File: config.mk
export PLATFORM = sky130hd
export DESIGN_NAME = bus_decoder_mux_flat
export DESIGN_NICKNAME = d
export VERILOG_FILES = /design/src/rtl/bus_decoder_mux_pkg.sv /design/src/rtl/bus_decoder_mux_if.sv /design/src/rtl/bus_decoder_mux_region_match.sv /design/src/rtl/bus_decoder_mux.sv /design/src/flat_wrapper.sv
export SDC_FILE = /design/constraint.sdc
export NUM_CORES = 1
export LEC_CHECK = 0
export CAP_MARGIN = 15
export CORE_UTILIZATION = 35
export CTS_CLUSTER_DIAMETER = 120
export DETAILED_ROUTE_END_ITERATION = 10
export GPL_TIMING_DRIVEN = 0
export PLACE_DENSITY = 0.68
export RECOVER_POWER = 50
export SYNTH_ARGS = -nofsm -noshare
export SYNTH_HDL_FRONTEND = slang
export SYNTH_SLANG_ARGS = --single-unit
File: constraint.sdc
create_clock -name clk -period 3.5 [get_ports clk]
set_clock_uncertainty 0.2 [all_clocks]
set_input_delay 0.7 -clock clk [delete_from_list [all_inputs] [get_ports clk]]
set_output_delay 0.7 -clock clk [all_outputs]
set_load 0.02 [all_outputs]
File: src/rtl/bus_decoder_mux_pkg.sv
// Shared types and default memory map for the data-bus decoder/response mux.
package bus_decoder_mux_pkg;

   typedef enum logic [1:0] {
      ST_IDLE = 2'd0,
      ST_WAIT = 2'd1,
      ST_RESP = 2'd2,
      ST_ERR  = 2'd3
   } state_t;

   localparam int unsigned DEF_ADDR_W   = 32;
   localparam int unsigned DEF_DATA_W   = 32;
   localparam int unsigned DEF_N_SLAVES = 3;

   localparam int unsigned SLV_DMEM  = 0;
   localparam int unsigned SLV_TIMER = 1;
   localparam int unsigned SLV_TBMAN = 2;

   localparam logic [31:0] DMEM_BASE  = 32'h1000_0000;
   localparam logic [31:0] DMEM_MASK  = 32'hF000_0000;
   localparam logic [31:0] TIMER_BASE = 32'h8000_1000;
   localparam logic [31:0] TIMER_MASK = 32'hFFFF_F000;
   localparam logic [31:0] TBMAN_BASE = 32'h8000_F000;
   localparam logic [31:0] TBMAN_MASK = 32'hFFFF_F000;

   // $clog2 that never yields a zero-width vector
   function automatic int unsigned clog2_min1(input int unsigned n);
      return (n <= 2) ? 1 : $clog2(n);
   endfunction

endpackage

File: src/rtl/bus_decoder_mux_if.sv
// Core-side and slave-side bus signals of the decoder. The master modport is the
// environment (core plus slave devices); the slave modport is the decoder itself.
interface bus_decoder_mux_if #(
   parameter int unsigned N_SLAVES = 3,
   parameter int unsigned ADDR_W   = 32,
   parameter int unsigned DATA_W   = 32
);
   logic                         m_req;
   logic                         m_we;
   logic [ADDR_W-1:0]            m_addr;
   logic [DATA_W-1:0]            m_wdata;
   logic [DATA_W-1:0]            m_rdata;
   logic                         m_ready;
   logic                         m_err;
   logic [N_SLAVES-1:0]          s_cs_n;
   logic                         s_we;
   logic [ADDR_W-1:0]            s_addr;
   logic [DATA_W-1:0]            s_wdata;
   logic [N_SLAVES*DATA_W-1:0]   s_rdata;
   logic [N_SLAVES-1:0]          s_ready;

   modport master (
      output m_req, m_we, m_addr, m_wdata, s_rdata, s_ready,
      input  m_rdata, m_ready, m_err, s_cs_n, s_we, s_addr, s_wdata
   );

   modport slave (
      input  m_req, m_we, m_addr, m_wdata, s_rdata, s_ready,
      output m_rdata, m_ready, m_err, s_cs_n, s_we, s_addr, s_wdata
   );
endinterface

File: src/rtl/bus_decoder_mux_region_match.sv
// Combinational base/mask address match; the lowest-index hit wins.
module bus_region_match #(
   parameter int unsigned                   N_SLAVES = 3,
   parameter int unsigned                   ADDR_W   = 32,
   parameter int unsigned                   SEL_W    = 2,
   parameter logic [N_SLAVES*ADDR_W-1:0]    BASE     = '0,
   parameter logic [N_SLAVES*ADDR_W-1:0]    MASK     = '0
) (
   input  logic [ADDR_W-1:0]   addr,
   output logic [N_SLAVES-1:0] hit,
   output logic [N_SLAVES-1:0] onehot,
   output logic [SEL_W-1:0]    idx
);

   always_comb begin
      hit = '0;
      idx = '0;
      for (int i = 0; i < int'(N_SLAVES); i++) begin
         hit[i] = ((addr & MASK[i*ADDR_W +: ADDR_W]) == BASE[i*ADDR_W +: ADDR_W]);
      end
      for (int i = int'(N_SLAVES) - 1; i >= 0; i--) begin
         if (hit[i]) idx = SEL_W'(i);
      end
   end

   // isolate the lowest set bit
   assign onehot = hit & (~hit + N_SLAVES'(1));

endmodule

File: src/rtl/bus_decoder_mux.sv
// Address decoder and response mux between the core data port and N slaves.
// Optional error-address capture enabled by defining BUS_ERR_CAPTURE_EN.
module bus_decoder_mux
   import bus_decoder_mux_pkg::*;
#(
   parameter int unsigned                 N_SLAVES   = DEF_N_SLAVES,
   parameter int unsigned                 ADDR_W     = DEF_ADDR_W,
   parameter int unsigned                 DATA_W     = DEF_DATA_W,
   parameter logic [N_SLAVES*ADDR_W-1:0]  SLAVE_BASE = {TBMAN_BASE, TIMER_BASE, DMEM_BASE},
   parameter logic [N_SLAVES*ADDR_W-1:0]  SLAVE_MASK = {TBMAN_MASK, TIMER_MASK, DMEM_MASK},
   parameter int unsigned                 TIMEOUT    = 15
) (
   input  logic               clk,
   input  logic               rst_n,
   bus_decoder_mux_if.slave   bus
`ifdef BUS_ERR_CAPTURE_EN
   ,
   output logic [ADDR_W-1:0]  err_addr,
   output logic               err_flag,
   input  logic               err_clr
`endif
);

   localparam int unsigned SEL_W = clog2_min1(N_SLAVES);
   localparam int unsigned CNT_W = clog2_min1(TIMEOUT + 1);

   state_t              state;
   logic [SEL_W-1:0]    sel;
   logic [CNT_W-1:0]    cnt;

   logic [N_SLAVES-1:0] hit;
   logic [N_SLAVES-1:0] dec_onehot;
   logic [SEL_W-1:0]    dec_idx;
   logic                any_hit;
   logic                sel_ready;
   logic [DATA_W-1:0]   sel_rdata;
   logic                timed_out;
   logic                err_miss;
   logic                err_tmo;

   bus_region_match #(
      .N_SLAVES (N_SLAVES),
      .ADDR_W   (ADDR_W),
      .SEL_W    (SEL_W),
      .BASE     (SLAVE_BASE),
      .MASK     (SLAVE_MASK)
   ) u_match (
      .addr   (bus.m_addr),
      .hit    (hit),
      .onehot (dec_onehot),
      .idx    (dec_idx)
   );

   assign any_hit   = |hit;
   assign sel_ready = bus.s_ready[sel];
   assign sel_rdata = bus.s_rdata[int'(sel)*DATA_W +: DATA_W];
   assign timed_out = (TIMEOUT != 0) && (cnt == CNT_W'(TIMEOUT - 1));
   assign err_miss  = (state == ST_IDLE) && bus.m_req && !any_hit;
   // a ready in the final WAIT cycle takes precedence over the timeout
   assign err_tmo   = (state == ST_WAIT) && !sel_ready && timed_out;

   always_ff @(posedge clk) begin
      if (!rst_n) begin
         state       <= ST_IDLE;
         sel         <= '0;
         cnt         <= '0;
         bus.s_cs_n  <= '1;
         bus.s_we    <= 1'b0;
         bus.s_addr  <= '0;
         bus.s_wdata <= '0;
         bus.m_ready <= 1'b0;
         bus.m_err   <= 1'b0;
         bus.m_rdata <= '0;
      end else begin
         bus.m_ready <= 1'b0;
         bus.m_err   <= 1'b0;
         unique case (state)
            ST_IDLE: begin
               if (bus.m_req && any_hit) begin
                  sel         <= dec_idx;
                  bus.s_we    <= bus.m_we;
                  bus.s_addr  <= bus.m_addr;
                  bus.s_wdata <= bus.m_wdata;
                  bus.s_cs_n  <= ~dec_onehot;
                  cnt         <= '0;
                  state       <= ST_WAIT;
               end else if (err_miss) begin
                  bus.m_ready <= 1'b1;
                  bus.m_err   <= 1'b1;
                  bus.m_rdata <= '0;
                  state       <= ST_ERR;
               end
            end
            ST_WAIT: begin
               if (sel_ready) begin
                  bus.m_rdata <= sel_rdata;
                  bus.m_ready <= 1'b1;
                  bus.s_cs_n  <= '1;
                  state       <= ST_RESP;
               end else if (err_tmo) begin
                  bus.m_ready <= 1'b1;
                  bus.m_err   <= 1'b1;
                  bus.m_rdata <= '0;
                  bus.s_cs_n  <= '1;
                  state       <= ST_ERR;
               end else begin
                  cnt <= cnt + CNT_W'(1);
               end
            end
            ST_RESP: state <= ST_IDLE;
            ST_ERR:  state <= ST_IDLE;
            default: state <= ST_IDLE;
         endcase
      end
   end

`ifdef BUS_ERR_CAPTURE_EN
   // sticky fault address; a new error beats a simultaneous clear
   always_ff @(posedge clk) begin
      if (!rst_n) begin
         err_addr <= '0;
         err_flag <= 1'b0;
      end else if (err_miss) begin
         err_addr <= bus.m_addr;
         err_flag <= 1'b1;
      end else if (err_tmo) begin
         err_addr <= bus.s_addr;
         err_flag <= 1'b1;
      end else if (err_clr) begin
         err_flag <= 1'b0;
      end
   end
`endif

endmodule

File: src/flat_wrapper.sv
// flat-port wrapper written by rule: the top's interface ports become plain ports
module bus_decoder_mux_flat import bus_decoder_mux_pkg::*;
#(
   parameter int unsigned                 N_SLAVES   = DEF_N_SLAVES,
   parameter int unsigned                 ADDR_W     = DEF_ADDR_W,
   parameter int unsigned                 DATA_W     = DEF_DATA_W,
   parameter logic [N_SLAVES*ADDR_W-1:0]  SLAVE_BASE = {TBMAN_BASE, TIMER_BASE, DMEM_BASE},
   parameter logic [N_SLAVES*ADDR_W-1:0]  SLAVE_MASK = {TBMAN_MASK, TIMER_MASK, DMEM_MASK},
   parameter int unsigned                 TIMEOUT    = 15
)
  (clk, rst_n, bus_m_req, bus_m_we, bus_m_addr, bus_m_wdata, bus_s_rdata, bus_s_ready, bus_m_rdata, bus_m_ready, bus_m_err, bus_s_cs_n, bus_s_we, bus_s_addr, bus_s_wdata);
  bus_decoder_mux_if #(.N_SLAVES(N_SLAVES), .ADDR_W(ADDR_W), .DATA_W(DATA_W)) bus_i ();
  input  logic clk;
  input  logic rst_n;
  input wire logic [$bits(bus_i.m_req)-1:0] bus_m_req;
  input wire logic [$bits(bus_i.m_we)-1:0] bus_m_we;
  input wire logic [$bits(bus_i.m_addr)-1:0] bus_m_addr;
  input wire logic [$bits(bus_i.m_wdata)-1:0] bus_m_wdata;
  input wire logic [$bits(bus_i.s_rdata)-1:0] bus_s_rdata;
  input wire logic [$bits(bus_i.s_ready)-1:0] bus_s_ready;
  output wire logic [$bits(bus_i.m_rdata)-1:0] bus_m_rdata;
  output wire logic [$bits(bus_i.m_ready)-1:0] bus_m_ready;
  output wire logic [$bits(bus_i.m_err)-1:0] bus_m_err;
  output wire logic [$bits(bus_i.s_cs_n)-1:0] bus_s_cs_n;
  output wire logic [$bits(bus_i.s_we)-1:0] bus_s_we;
  output wire logic [$bits(bus_i.s_addr)-1:0] bus_s_addr;
  output wire logic [$bits(bus_i.s_wdata)-1:0] bus_s_wdata;
  assign bus_i.m_req = bus_m_req;
  assign bus_i.m_we = bus_m_we;
  assign bus_i.m_addr = bus_m_addr;
  assign bus_i.m_wdata = bus_m_wdata;
  assign bus_i.s_rdata = bus_s_rdata;
  assign bus_i.s_ready = bus_s_ready;
  assign bus_m_rdata = bus_i.m_rdata;
  assign bus_m_ready = bus_i.m_ready;
  assign bus_m_err = bus_i.m_err;
  assign bus_s_cs_n = bus_i.s_cs_n;
  assign bus_s_we = bus_i.s_we;
  assign bus_s_addr = bus_i.s_addr;
  assign bus_s_wdata = bus_i.s_wdata;
  bus_decoder_mux #(.N_SLAVES(N_SLAVES), .ADDR_W(ADDR_W), .DATA_W(DATA_W), .SLAVE_BASE(SLAVE_BASE), .SLAVE_MASK(SLAVE_MASK), .TIMEOUT(TIMEOUT)) u_core (.clk(clk), .rst_n(rst_n), .bus(bus_i));
endmodule
## Word level (Yosys, flattened, before mapping)

Cells that the tools add are included.

| word-level totals | value |
|---|---|
| bits in registers | 110 |
| latch bits | 0 |
| RAM bits | 0 |
| ROM bits | 0 |
| input bits | 167 |
| output and inout bits | 102 |
| memories | 0 |

| cells by class | value |
|---|---|
| $add $sub $neg | 2 |
| multiply operators | 0 |
| div/mod/pow operators | 0 |
| $lt $le $gt $ge | 1 |
| equal/unequal tests | 14 |
| shift-type cells | 1 |
| mux-type cells | 30 |
| bitwise gates (word level) | 3 |
| reductions and logical operators | 16 |

Operators by type and width:

| cell | count |
|---|---|
| 32-bit 2-to-1 mux | 4 |
| 96-bit by 8-bit indexed part select with 32-bit output | 1 |
| 32-bit case mux with 2 select lines | 1 |
| 20-bit == test, second input constant | 2 |
| 2-bit 2-to-1 mux | 7 |
| 4-bit 2-to-1 mux | 3 |
| 3-bit 2-to-1 mux | 3 |
| 2-bit inequality test, second input constant | 4 |
| 4-bit case mux with 2 select lines | 1 |
| 4-bit AND reduction | 2 |
| 1-bit 2-to-1 mux | 6 |
| 3-bit inverter | 2 |
| 2-bit case mux with 3 select lines | 1 |
| 3-bit case mux with 2 select lines | 1 |
| 1-bit logical AND | 5 |
| 4-bit by 1-bit adder with 4-bit output, second input constant | 1 |
| 2-bit == test, second input constant | 2 |
| 4-bit by 1-bit == test with 1-bit output, second input constant | 1 |
| 4-bit == test, second input constant | 1 |
| 1-bit case mux with 2 select lines | 2 |
| 2-bit AND reduction | 2 |
| 3-bit by 1-bit adder with 3-bit output, second input constant | 1 |
| 3-bit AND | 1 |
| 2-bit by 3-bit < comparator with 1-bit output, second input constant | 1 |
| other kinds (11) | 12 |

## Logic depth before layout (Yosys ltp)

| logic depth | value |
|---|---|
| word-level depth | 8 |
| mapped depth | 7 |
| gate-level depth less buffers | 6 |

## Hierarchy

A second synthesis with hierarchy kept.

| second synthesis, totals | value |
|---|---|
| cell total of the unflattened synthesis | 591 |
| area, all modules | 4738.3 µm² |

By module, submodules not included:

| module | instances | cells an instance | area each (µm²) |
|---|---|---|---|
| bus_decoder_mux | 1 | 574 | 4610.7 |
| bus_region_match | 1 | 17 | 127.6 |

## Least setup slack after synthesis

OpenSTA, ideal clock, no wires.

| timing | value |
|---|---|
| path kind | input to register |
| from | input bus_m_addr[24] |
| to | register u_core.cnt[0] |
| data arrival time | 2.448 ns |
| data required time | 3.183 ns |
| slack | 0.735 ns |
| stages | 7 |
| path buffers | 3 |
| cell sequence | or4_4 > or3_4 > o31a_1 > buf_2 > buf_6 > buf_6 > o2bb2ai_1 |

| on the way | value |
|---|---|
| cells in the longest elaborated chain, start to end | 5 |

Ends and longest elaborated chain:

| item | line | RTL |
|---|---|---|
| start, declared | flat_wrapper.sv:17 | `input wire logic [$bits(bus_i.m_addr)-1:0] bus_m_addr;` |
| 20-bit == test | bus_decoder_mux_region_match.sv:19 | `hit[i] = ((addr & MASK[i*ADDR_W +: ADDR_W]) == BASE[i*ADDR_W +: ADDR_W]);` |
| 3-bit OR reduction (*) | bus_decoder_mux.sv:54 | `assign any_hit = \|hit;` |
| 1-bit logical AND (*) | bus_decoder_mux.sv:79 | `if (bus.m_req && any_hit) begin` |
| 2-bit inequality test (no source line) (*) | n/a |  |
| 4-bit AND reduction (no source line) (*) | n/a |  |
| end signal, assigned | bus_decoder_mux.sv:107 | `cnt <= cnt + CNT_W'(1);` |
| end, declared | bus_decoder_mux.sv:29 | `logic [CNT_W-1:0] cnt;` |

Every way passes the cells marked *; elsewhere a longest branch is shown, timed or not.
A chain may end at the register's enable or synchronous reset.

## Worst setup path after layout

| timing | value |
|---|---|
| from | input bus_m_addr[24] |
| to | register u_core.bus.s_wdata[28] |

| on the way | value |
|---|---|
| cells in the longest elaborated chain, start to end | 4 |

Ends and longest elaborated chain:

| item | line | RTL |
|---|---|---|
| 20-bit == test | bus_decoder_mux_region_match.sv:19 |  |
| 3-bit OR reduction (*) | bus_decoder_mux.sv:54 |  |
| 1-bit logical AND (*) | bus_decoder_mux.sv:79 |  |
| 2-bit AND reduction (no source line) (*) | n/a |  |
| end signal, assigned | bus_decoder_mux.sv:83 | `bus.s_wdata <= bus.m_wdata;` |
| end, declared | bus_decoder_mux_if.sv:29 | `output m_rdata, m_ready, m_err, s_cs_n, s_we, s_addr, s_wdata` |

Marked as above.

==> impl_metrics.env <==
export IMPL_die_y_um=126.2
export IMPL_crit_start="bus_m_addr[24]"
export IMPL_drive_gt1_share_pct=2.873
export IMPL_start_kind="input port"
export IMPL_cts_repair_resized=0
export IMPL_synth_area_per_cell_sq_um=8.646
export IMPL_synth_top_cell_area_share_pct=40.82
export IMPL_slew_violations=0
export IMPL_rows=45
export IMPL_fin_nets=1071
export IMPL_drt_pre_antenna_iters=5
export IMPL_yosysWarnings=0
export IMPL_wl_per_cell_um=15.40
export IMPL_grt_pass1_wl_mm=26.77
export IMPL_async_flop_share_pct=0
export IMPL_grt_pass1_vias=5241
export IMPL_die_area_sq_um=15920
export IMPL_setup_violations=0
export IMPL_routabilityCongestion=0.7784
export IMPL_synthTopCellsByArea="dfxtp_1, mux2i_1, nand2_1, o2bb2ai_1, o221ai_1"
export IMPL_path_class="in2reg"
export IMPL_synth_largest_area_cell="dfxtp_1"
export IMPL_cp_arrival_ns=3.28
export IMPL_cp_num_buf_inv=4
export IMPL_worst_r2r_path_depth=6
export IMPL_grt_antenna_before_repair=0
export IMPL_path_clk_slew_ns=0.07
export IMPL_final_core_util_pct=56.60
export IMPL_core_area_sq_um=15150
export IMPL_drcViolationCount=0
export IMPL_max_stage_delay_ns=0.65
export IMPL_crit_family="simple AND/OR/NAND/NOR gates"
export IMPL_fmax_ghz=0.3086
export IMPL_antenna_cells=0
export IMPL_hpwl_mm=13.19
export IMPL_min_to="u_core.bus.s_addr[19]"
export IMPL_timing_rr_end="u_core.bus.m_rdata[26]"
export IMPL_worst_slew_pin_slew_ns=0.7715
export IMPL_grt_max_degree=17
export IMPL_dieWidth_um=126.2
export IMPL_slew_headroom_pct=48.57
export IMPL_initial_core_util_pct=35.62
export IMPL_outcome="completed"
export IMPL_required_ns=3.54
export IMPL_crit_path_end_kind="register"
export IMPL_grt_use_total_pct=21.38
export IMPL_ys_seq_area_share_pct=40.82
export IMPL_power_per_cell_area_nw_per_um2=319.8
export IMPL_hold_slack_ns=0.2548
export IMPL_synth_edf_count=0
export IMPL_cts_root_buf="clkbuf_16"
export IMPL_ir_drop_v=0.0002279
export IMPL_postCtsSetupRepairBufs=0
export IMPL_syn_instance_count=624
export IMPL_path_cells="clkdlybuf4s50_1 -> or4_1 -> or3_1 -> o31a_1 -> buf_2 -> buf_6 -> buf_6 -> mux2i_1"
export IMPL_clock_sinks=110
export IMPL_fillers=1447
export IMPL_synth_cell_area_sq_um=5395
export IMPL_leakage_nw=3.695
export IMPL_clock_path_buffers=2
export IMPL_rr_startpoint="u_core.sel[1]"
export IMPL_grt_ovfl_total=0
export IMPL_synth_cell_types=45
export IMPL_clkLatencyLatePin_ns=0.35
export IMPL_hold_depth=2
export IMPL_num_vias=5401
export IMPL_fin_crit_sh_pct=92.58
export IMPL_finalHoldViolations=0
export IMPL_holdCritPathClass="reg2reg"
export IMPL_hold_buffers=0
export IMPL_p_total_mw=2.741
export IMPL_finalWorstSetupSlack_ns=0.2597
export IMPL_port_buffers=267
export IMPL_syn_to_final_growth_pct=58.88
export IMPL_htreeDepth=3
export IMPL_crit_fanout=10
export IMPL_ys_flop_type="dfxtp_1"
export IMPL_post_place_ws_ns=0.04644
export IMPL_drt_total_wl_mm=16.83
export IMPL_ant_nets=0
export IMPL_finalCriticalPeriod_ns=3.240
export IMPL_critPathMostFrequentCell="buf_6"
export IMPL_rsz0062_at_grt="false"
export IMPL_syn_nets=793
export IMPL_tns_ns=0
export IMPL_reg2reg_slack_ns=1.00
export IMPL_via_per_inst=4.941
export IMPL_cap_violations=0
export IMPL_cts_tree="built"
export IMPL_io_pins=269
export IMPL_drt_iter0_markers=271
export IMPL_hp_start="u_core.bus.s_addr[19]"
export IMPL_slowest_stage="or4_1"
export IMPL_cp_depth=8
export IMPL_numCtsBuffers=9
export IMPL_ys_ff_latch=110
-- synthesized netlist by cell type, types with 2 or more instances --
| cell | number |
|---|---|
| a211o_1 | 3 |
| a21oi_1 | 3 |
| a221oi_1 | 2 |
| a41o_1 | 3 |
| and3_1 | 5 |
| buf_1 | 2 |
| buf_2 | 6 |
| buf_6 | 2 |
| clkbuf_1 | 41 |
| dfxtp_1 | 110 |
| ha_1 | 2 |
| inv_1 | 36 |
| mux2i_1 | 96 |
| nand2_1 | 159 |
| nand2b_1 | 3 |
| nand3_1 | 33 |
| nand4_1 | 5 |
| nor2_1 | 5 |
| nor2b_1 | 5 |
| nor3_1 | 4 |
| nor4_1 | 3 |
| nor4b_1 | 2 |
| o211a_1 | 6 |
| o211ai_1 | 3 |
| o21ai_0 | 2 |
| o221ai_1 | 32 |
| o2bb2ai_1 | 33 |
-- worst max-delay path by stage --
| stage | endpoint |
|---|---|
| floorplan | u_core.cnt[0] |
| global placement | u_core.bus.s_wdata[28] |
| detailed placement | u_core.cnt[0] |
| CTS | u_core.bus.s_wdata[28] |
| global route | u_core.bus.s_wdata[28] |
| finish | u_core.bus.s_wdata[28] |
-- kinds of logic (layout without fill, tap and decap cells) --
family                   count (synthesis)  after routing  share of synthesized area [%]
AO/OA/AOI/OAI                           97             97                          15.42
adder cells (fa/ha/maj)                  2              2                         0.4637
buffers and inverters                   87            368                          6.470
flip-flops                             110            110                          40.82
multiplexers                            96             96                          17.81
AND/OR/NAND/NOR                        232            232                          19.02
-- worst min-delay path: cells and delay by family, from the launching register on --
| family | cells | cell delay, ns |
|---|---|---|
| flip-flops | 1 | 0.31 |
| AND/OR/NAND/NOR | 1 | 0.05 |
| multiplexers | 1 | 0.05 |
-- final cells by class --
type	instances	area (sq um)	share of cell area (%)
multi-input cells	427	2835	33.08
clock inverters	4	48.80	0.5693
plain buffers	51	214.0	2.496
inverters	36	135.1	1.576
flip-flops and latches	110	2202	25.69
repair buffers	267	2673	31.18
clock buffers	10	229.0	2.671
well taps	188	235.2	2.744
-- power by group --
| group | switching [mW] | internal [mW] | leakage (nW) |
|---|---|---|---|
| combinational | 0.195 | 0.246 | 2.67 |
| clock | 0.462 | 0.548 | 0.139 |
| sequential | 0.0154 | 1.27 | 0.889 |
-- cells in the final DEF (no fill, tap or decap), types with 5 or more instances in the layout --
| master | Yosys | routed |
|---|---|---|
| o221ai_1 | 32 | 32 |
| o2bb2ai_1 | 33 | 33 |
| and3_1 | 5 | 5 |
| nor2b_1 | 5 | 5 |
| nand4_1 | 5 | 5 |
| nand3_1 | 33 | 33 |
| dlygate4sd3_1 | 0 | 102 |
| clkdlybuf4s50_1 | 0 | 165 |
| inv_1 | 36 | 36 |
| nor2_1 | 5 | 5 |
| clkbuf_16 | 0 | 9 |
| mux2i_1 | 96 | 96 |
| clkbuf_1 | 41 | 42 |
| nand2_1 | 159 | 159 |
| o211a_1 | 6 | 6 |
| dfxtp_1 | 110 | 110 |
| buf_2 | 6 | 6 |
-- per-stage QoR --
| stage | area, sq um | cells |
|---|---|---|
| finish | 8572 | 1093 |
| global route | 8572 | 1093 |
| CTS | 8581 | 1093 |
| detailed placement | 8303 | 1079 |
| global placement | 8303 | 1079 |
| floorplan | 5395 | 624 |
-- state kept, by name (all words and copies together), names as in the netlist --
register,count
u_core.cnt,4
u_core.bus.s_we,1
u_core.bus.s_addr,32
u_core.bus.m_ready,1
u_core.state,2
u_core.bus.s_cs_n,3
u_core.sel,2
u_core.bus.m_rdata,32
u_core.bus.m_err,1
u_core.bus.s_wdata,32
-- metal layers --
metal / wire length (um) / track usage (%)
met1: 7203 / 25.14
met2: 8000 / 36.89
met3: 1365 / 6.542
met4: 260 / 7.087
met5: 0 / 0
Power figures use the tool's default switching activity.
